--- config.mk ---
export PLATFORM = sky130hd
export DESIGN_NAME = mux4_rr_arbiter
export DESIGN_NICKNAME = d
export VERILOG_FILES = /design/src/rtl/mux4_rr_arbiter.sv
export SDC_FILE = /design/constraint.sdc
export NUM_CORES = 1
export LEC_CHECK = 0
export BUFFER_PORTS_ARGS = -buffer_cell sky130_fd_sc_hd__buf_2
export CAP_MARGIN = 20
export CORE_UTILIZATION = 50
export DETAILED_ROUTE_END_ITERATION = 8
export HOLD_SLACK_MARGIN = 0.06
export PLACE_DENSITY = 0.81
export SYNTH_ARGS = -nofsm -noshare
export SYNTH_HDL_FRONTEND = slang
export SYNTH_SLANG_ARGS = --single-unit
--- constraint.sdc ---
create_clock -name clk -period 5.15 [get_ports clk]
set_input_delay 0.7725 -clock clk [delete_from_list [all_inputs] [get_ports clk]]
set_output_delay 0.7725 -clock clk [all_outputs]
set_load 0.01 [all_outputs]
--- src/rtl/mux4_rr_arbiter.sv ---
// Round-robin arbiter driving the select and one-hot grant of a shared 4:1 one-bit mux.
// Tenure is capped at HOLD_MAX cycles whenever another requester is waiting.
module mux4_rr_arbiter #(
    parameter int HOLD_MAX = 4
) (
    input  logic       clk,
    input  logic       rst,
    input  logic [3:0] req,
    output logic [3:0] gnt,
    output logic [1:0] s,
    output logic       valid,
    output logic       dbg_state
);

    localparam int CW = $clog2(HOLD_MAX + 1);

    // Handshake: req[k] is a level request; gnt[k] follows on the next edge. A dropped
    // req keeps its grant for one more cycle, which that requester must ignore.
    typedef enum logic {
        IDLE  = 1'b0,
        GRANT = 1'b1
    } state_t;

    state_t          state_q, state_d;
    logic [1:0]      ptr_q, ptr_d;
    logic [CW-1:0]   cnt_q, cnt_d;
    logic [3:0]      gnt_q, gnt_d;
    logic [1:0]      s_q, s_d;

    logic [3:0]      others;
    logic [1:0]      win_idle, win_next, win;
    logic            do_grant;

    // First asserted bit of r searching start, start+1, ... (mod 4); r must be non-zero.
    function automatic logic [1:0] rr_pick(input logic [3:0] r, input logic [1:0] start);
        logic [1:0] idx;
        rr_pick = start;
        for (int i = 3; i >= 0; i--) begin
            idx = start + 2'(i);
            if (r[idx]) rr_pick = idx;
        end
    endfunction

    // While granted, s_q is the owner and gnt_q its one-hot mask.
    assign others   = req & ~gnt_q;
    assign win_idle = rr_pick(req, ptr_q);
    assign win_next = rr_pick(others, s_q + 2'd1);

    always_comb begin
        state_d  = state_q;
        ptr_d    = ptr_q;
        cnt_d    = cnt_q;
        gnt_d    = gnt_q;
        s_d      = s_q;
        do_grant = 1'b0;
        win      = win_next;
        case (state_q)
            IDLE: begin
                if (|req) begin
                    do_grant = 1'b1;
                    win      = win_idle;
                end
            end
            GRANT: begin
                if ((req & gnt_q) == 4'b0000) begin
                    if (|others) begin
                        do_grant = 1'b1;
                    end else begin
                        state_d = IDLE;
                        gnt_d   = 4'b0000;
                    end
                end else if (cnt_q < CW'(HOLD_MAX)) begin
                    cnt_d = cnt_q + CW'(1);
                end else if (|others) begin
                    do_grant = 1'b1;
                end else begin
                    cnt_d = CW'(1);
                end
            end
            default: begin
                state_d = IDLE;
                gnt_d   = 4'b0000;
            end
        endcase
        if (do_grant) begin
            state_d = GRANT;
            gnt_d   = 4'b0001 << win;
            s_d     = win;
            cnt_d   = CW'(1);
            ptr_d   = win + 2'd1;
        end
    end

    always_ff @(posedge clk or posedge rst) begin
        if (rst) begin
            state_q <= IDLE;
            ptr_q   <= 2'd0;
            cnt_q   <= '0;
            gnt_q   <= 4'b0000;
            s_q     <= 2'd0;
        end else begin
            state_q <= state_d;
            ptr_q   <= ptr_d;
            cnt_q   <= cnt_d;
            gnt_q   <= gnt_d;
            s_q     <= s_d;
        end
    end

    assign gnt       = gnt_q;
    assign s         = s_q;
    assign valid     = |gnt_q;
    assign dbg_state = (state_q == GRANT);

endmodule

# After elaboration in Yosys (flattened, before gate mapping)
# Cells that the tools add are included.
# op_classes
bitwise_logic,4
n_lt_le_gt_ge,9
mux,43
addsub,9
n_reduce_logical,8
div_mod_pow,0
shifts,1
eq_ne,3
n_mul,0
# ops
operator,count
"less-than comparator 2 x 3 -> 1 bit, second input constant",8
2-to-1 mux 2 bit,10
binary-select mux 1 bit (select 2 bit),8
2-to-1 mux 4 bit,4
2-to-1 mux 1 bit,15
2-to-1 mux 3 bit,5
OR reduction 4 bit,3
"adder 2 x 1 -> 2 bit, second input constant",4
"adder 2 bit, second input constant",4
AND 4 bit,2
AND reduction 3 bit,2
logical NOT 4 bit,1
"!= test 2 bit, second input constant",2
NOT 4 bit,1
nonzero test 2 bit,2
"left shift 1 x 2 -> 4 bit, first input constant",1
"adder 3 x 1 -> 3 bit, second input constant",1
"less-than comparator 3 bit, second input constant",1
"!= test 3 x 2 -> 1 bit, second input constant",1
one-hot mux 1 bit (2 select lines),1
NOT 1 bit,1
# totals
latchBits,0
mem_bits_rw,0
word_cells,82
mem_bits_ro,0
n_memories,0
output_inout_bits,8
ff_bits,12

# Logic depth before layout (Yosys ltp)
# Gate-level depths: netlist of the first run.
# depth
word_depth,12
depth_mapped,6

# Least setup slack after synthesis of the first run
# OpenSTA, ideal clock, no wires.
# synth_timing
path_type,input-to-reg
from,in req[3]
to,reg s_q[1] (netlist: s[1])
cell_stages,4
slack_ns,3.086
required_time_ns,5.025
setup_time_ns,0.125
arrival_ns,1.939
path_cell_list,nor4_2 > nor2_2 > mux2_4 > mux2_2
# synth_via
elab_chain_cells,9
elab_cells_between_ends,36
cone_classes,mux: 31; bitwise: 2; reduce/logical: 3
# synth_rtl
element,line,text
"start, declared",8,"input logic [3:0] req,"
AND 4 bit,45,assign others = req & ~gnt_q;
binary-select mux 1 bit (select 2 bit),40,if (r[idx]) rr_pick = idx;
2-to-1 mux 1 bit (not written as such),40,
2-to-1 mux 2 bit (4 in a row),40,
2-to-1 mux 2 bit,59,if (|req) begin
2-to-1 mux 2 bit,57,case (state_q)
"end signal, assigned",100,s_q <= 2'd0;
"end signal, assigned",106,s_q <= s_d;
"end, declared",28,"logic [1:0] s_q, s_d;"
# Several ways; a longest one is shown, not always the timed one. The select of a mux whose other input is x is not followed.
# A chain may end at the register's enable or synchronous reset.

# Worst setup path after layout of the first run
# layout_timing
from,reg gnt_q[2] (netlist: gnt[2])
to,out valid
# layout_via
elab_chain_cells,1
# layout_rtl
element,line,text
"start, declared",27,"logic [3:0] gnt_q, gnt_d;"
"start signal, assigned",105,gnt_q <= gnt_d;
OR reduction 4 bit,112,assign valid = |gnt_q;
"end, declared",11,"output logic valid,"
# No other way between the ends.

==> results of run 1 <==
-- where the power goes --
part | switching, uW | internal, uW
Sequential | 49.8 | 133
Combinational | 153 | 141
Clock | 30.3 | 43.0
Total | 233 | 317
-- cells in the mapped netlist, drive strengths merged, types with 2 or more instances --
library cell  count
dfrtp            12
o21ai             8
inv               5
nand2             5
nand2b            5
a21oi             4
nor2b             4
a22oi             3
nand3b            3
a22o              2
and2b             2
mux2              2
mux2i             2
nor2              2
o22ai             2
o2bb2ai           2
o31ai             2
xor2              2
-- state kept, by name (all words and copies together), names as in the netlist --
register	count
cnt_q	3
dbg_state	1
gnt	4
ptr_q	2
s	2
-- critical path: stages, from the launching register on --
cell     delay, ns
dfrtp_1       0.43
or4_1         0.52
buf_2         0.15
-- routing by layer --
metal  GRT usage [%]  vias up  wire length (um)
li1                -      352                 -
met1            32.8      356               863
met2            34.1       25               821
met3            2.16        7                82
met4            16.3        0                53
met5               0        -                 0
-- kinds of logic after synthesis --
logic type | Yosys count | synth area share (%)
DFF | 12 | 37.3
adders and majority gates | 1 | 1.55
and+or+nand+nor | 24 | 18.8
muxes | 4 | 5.74
xor gates and xnor gates | 3 | 3.26
AOI/OAI and AO/OA | 34 | 30.6
buffers and inverters | 6 | 2.79
-- cell type report --
cell class,instances,area (um2)
inverter,5,18.8
timing repair buffer,13,65.1
fill,138,583
tap,16,20.0
sequential,12,300
multi-input combinational,66,483
clock buffer,4,36.3
-- path summary, 6_finish.rpt --
path                       startpoint  endpoint  cells after the start
setup / recovery               gnt[2]     valid                      2
hold / removal                    rst    gnt[2]                      2
setup reg to reg               gnt[3]    gnt[1]                      6
hold reg to reg              cnt_q[1]  cnt_q[1]                      2
max in group asynchronous         rst  ptr_q[0]                      2
min in group clk             cnt_q[1]  cnt_q[1]                      2
-- metrics by stage --
stage / worst slack (ns) / cells / area [um2] / hold slack (ns)
final: 3.00 / 116 / 923 / 0.487
after global routing: 2.89 / 116 / 923 / 0.545
after CTS: 2.99 / 116 / 923 / 0.498
after detailed placement: 2.77 / 112 / 887 / 0.499
after global placement: 2.76 / 112 / 887 / 0.497
after floorplan: 3.09 / 84 / 806 / 0.454
==> results.yml, run 1 <==
power_and_ir_drop:
  p_leak_uw: 0.000412
  worst_ir_drop_vdd_mv: 0.343
  powerDensity_nw_per_um2: 595
  total_power_uw: 550
synth:
  ys_seq_area_share_pct: 37.3
  synth-main-ff-cell: "dfrtp_1"
  yosys.area.top_type: "dfrtp_1"
  postSynthAreaPerCell_um2: 9.59
  async_reset_ff_share_pct: 100
  synth_edf_count: 0
  syn-num-nets: 91
  netlist_area_um2: 806
  synthCells: 84
  synthTopCellsByArea: "dfrtp_1, o21ai_0, nand2b_1"
  synth_seq_cells: 12
  yosys_warnings: 0
  netlist.area_leader.share_pct: 37.3
  netlist-cell-type-count: 39
global_route:
  grt_pass1_wl_um: 3120
  grt_max_degree: 13
  grt.overflow.total: 0
  grt_usage_pct: 23.4
  antenna_found_initial: 0
  grt_pass1_vias: 691
setup_path:
  end_kind: "primary output"
  cp_max_fo: 6
  cp-start-kind: "register"
  critPathRequiredTime_ns: 4.38
  r2r_slack_ns: 3.18
  crit_arrival_ns: 1.37
  path_class: "reg2out"
outcome:
  status: "complete, no violations"
clock_network:
  root_buffer: "clkbuf_4"
  post_cts_resized: 0
  post-cts-setup-buffer-count: 0
  clk_path_buf_depth: 2
  cts_htree_levels: 1
  cts_tree: "done"
  cts_buffers: 3
  clk_latency_ns: 0.27
  hold_buffers: 0
  cts.sinks: 12
  clk_pin_slew_ns: 0.07
cells_and_area:
  final_cell_mix: "buf_2, dfrtp_1, o21ai_0"
  fin_util_pct: 61.3
  insertedDiodeCount: 0
  layout_commonest_cell: "buf_2"
  layout.nets: 108
  area_growth_pct: 14.6
  drive_gt1_share_pct: 23.0
timing:
  clock_skew_ns: 0.000504
  rsz0062_at_grt: "no"
  post-route-period-util_pct: 41.7
  finalMaxSlewViolations: 0
  setup_viol: 0
  period_needed_ns: 2.15
  relSlewSlack_pct: 61.4
  hold_violations: 0
  setup-tns-final_ns: 0
  worst_pin_slew_ns: 0.574
  max_freq_ghz: 0.466
placed_design:
  place_hpwl_um: 1350
  port_buffers: 13
  gp_congestion: 0.899
route:
  num_vias: 740
  first_pass_iters: 4
  drt_iter0_markers: 25
  drcViolationCount: 0
  wl_per_cell_um: 15.7
  drt-total-wl_um: 1820
  viasPerCell: 6.38
  ant_nets: 0
die:
  core_um2: 1510
  start_util_pct: 53.5
  io_pins: 14
  dieHeight_um: 42.1
  die_w_um: 42.1
  dieArea_um2: 1780
  rows: 14
flow_run:
  drv_cap: 0
worst_hold_path:
  min_path_type: "in2async"
Power figures use the tool's default switching activity.
==> run 2, diff against run 1 <==
--- a/config.mk
+++ b/config.mk
@@ -7,10 +7,10 @@
 export LEC_CHECK = 0
 export BUFFER_PORTS_ARGS = -buffer_cell sky130_fd_sc_hd__buf_2
 export CAP_MARGIN = 20
-export CORE_UTILIZATION = 50
+export CORE_UTILIZATION = 48
 export DETAILED_ROUTE_END_ITERATION = 8
 export HOLD_SLACK_MARGIN = 0.06
-export PLACE_DENSITY = 0.81
+export PLACE_DENSITY = 0.82
 export SYNTH_ARGS = -nofsm -noshare
 export SYNTH_HDL_FRONTEND = slang
 export SYNTH_SLANG_ARGS = --single-unit
==> constraint.sdc (replaced) <==
create_clock -name clk -period 1.75 [get_ports clk]
set_input_delay 0.2625 -clock clk [delete_from_list [all_inputs] [get_ports clk]]
set_output_delay 0.2625 -clock clk [all_outputs]
set_load 0.01 [all_outputs]
==> run 2 against run 1 <==
- the run now ends with setup timing left
- die area up 4.0%
- via count is 13% higher
- cell count grew 15%
- routed wire length up 23%
- critical path depth grew 4
- global-route usage is 0.93 points higher
- hold slack gained 0.0068 ns
- sequential share of layout area is 5.7 points lower
- combinational power grew to 4.3 times the previous value
- worst setup slack worse by 3.0 ns
- sequential power increased to 2.9 times the previous value
- critical path type is now reg2reg
- critical endpoint is now gnt[1]
- largest cell class unchanged
- highest routed layer unchanged
==> results.yml, run 2 (synthesized netlist as in run 1, its figures left out) <==
placed_design:
  gp_congestion: 0.922
  place_hpwl_um: 1620
  port_buffers: 13
  preCtsSetupSlack_ns: -0.0983
power_and_ir_drop:
  total_power_uw: 1970
  powerDensity_nw_per_um2: 1750
  worst_ir_drop_vdd_mv: 1.15
  p_leak_uw: 0.000509
cells_and_area:
  area_growth_pct: 39.0
  final_cell_mix: "buf_4, dfrtp_1, buf_2"
  insertedDiodeCount: 0
  layout.nets: 126
  largest_reg_flops: 4
  layout_commonest_cell: "buf_4"
  fillers: 109
  fin_util_pct: 72.6
  drive_gt1_share_pct: 41.9
timing:
  relSlewSlack_pct: 60.6
  setup_viol: 1
  max_freq_ghz: 0.566
  period_needed_ns: 1.77
  hold_violations: 0
  post-route-period-util_pct: 101
  hold_slack_ns: 0.494
  layout_setup_ws_ns: -0.0171
  finalMaxSlewViolations: 0
  worst_pin_slew_ns: 0.585
  clock_skew_ns: 0.00205
  rsz0062_at_grt: "yes"
outcome:
  status: "finished, violations left"
  failed_checks: "setup timing"
die:
  dieHeight_um: 43.0
  start_util_pct: 52.3
  die_w_um: 43.0
  dieArea_um2: 1850
  core_um2: 1540
  rows: 14
  io_pins: 14
route:
  first_pass_iters: 4
  drcViolationCount: 0
  wl_per_cell_um: 16.8
  viasPerCell: 6.26
  ant_nets: 0
  drt-total-wl_um: 2230
  drt_iter0_markers: 27
  num_vias: 833
global_route:
  grt_max_degree: 13
  grt_pass1_vias: 740
  grt_pass1_wl_um: 3390
  grt_usage_pct: 24.3
  grt.overflow.total: 0
  antenna_found_initial: 0
worst_hold_path:
  whs_path_depth: 2
  min_from: "cnt_q[1]"
  holdPathEnd: "cnt_q[1]"
  min_path_type: "reg2reg"
setup_path:
  cp-start-kind: "register"
  r2r-start: "gnt[2]"
  timing.rr.end: "gnt[1]"
  r2r_slack_ns: -0.02
  worst_r2r_path_depth: 6
  critPathRequiredTime_ns: 1.90
  cp_max_fo: 4
  end_kind: "register"
  path_class: "reg2reg"
  crit_arrival_ns: 1.91
flow_run:
  drv_cap: 0
clock_network:
  cts_tree: "done"
  clk_latency_ns: 0.26
  clk_path_buf_depth: 2
  cts_htree_levels: 1
  clk_pin_slew_ns: 0.07
  cts.sinks: 12
  cts_buffers: 3
  root_buffer: "clkbuf_4"
## run 2: cell types whose count changed in the layout (fill, tap and decap cells not counted), sizes merged
cell         delta
clkbuf          -1
dlygate4sd3     +1
buf            +17
## run 2: per-stage QoR
stage | setup TNS [ns] | std cells | cell area (um2)
after global placement | -0.0703 | 127 | 1000
after CTS | -0.0299 | 132 | 1050
after global routing | -0.511 | 133 | 1120
after floorplan | 0 | 84 | 806
final | -0.0171 | 133 | 1120
after detailed placement | -0.154 | 127 | 1000
## run 2: cell type report
cell class | instances | area (um2) | area share (%)
Multi-Input combinational cell | 66 | 546 | 48.7
Sequential cell | 12 | 300 | 26.8
Tap cell | 16 | 20.0 | 1.79
Inverter | 5 | 18.8 | 1.68
Clock buffer | 3 | 22.5 | 2.01
Timing Repair Buffer | 31 | 213 | 19.0
## run 2: metal layers
layer | global-route usage [%] | up-vias | wire [um]
li1 | - | 392 | -
met1 | 32.9 | 408 | 955
met2 | 37.9 | 27 | 1160
met3 | 2.55 | 6 | 78
met4 | 13.3 | 0 | 42
met5 | 0 | - | 0
## run 2: repair_timing
item | in CTS | in global routing
endpoints found under the hold margin | 12 | 0
cloned | 0 | 0
hold buffers | 1 | 0
endpoints found under the setup margin | 4 | 9
buffers inserted | 1 | 1
resized for setup | 2 | 14
pin swaps | 2 | 4
## run 2: worst max-delay path by stage
stage / slack [ns] / startpoint / cells past startpoint / to
after floorplan: 0.03 / gnt[0] / 5 / gnt[1]
after global placement: -0.03 / req[2] / 8 / gnt[1]
after detailed placement: -0.1 / gnt[3] / 6 / gnt[1]
after CTS: -0.02 / gnt[3] / 3 / valid
after global routing: -0.1 / gnt[2] / 6 / gnt[1]
final: -0.02 / gnt[2] / 6 / gnt[1]
## run 2: report_power, final
group          internal [uW]  switching (uW)  total (uW)  leakage, uW
Clock                   79.4            78.9         158    0.0000138
Combinational            681             593        1270     0.000351
Sequential               391             142         533     0.000145
Total                   1150             814        1960     0.000509
## run 2: worst max-delay path, stage by stage, from the launching register on
cell,delay [ns]
dfrtp_1,0.42
and2b_1,0.25
o22ai_2,0.10
a222oi_1,0.34
buf_4,0.20
o32ai_4,0.08
a22o_1,0.25
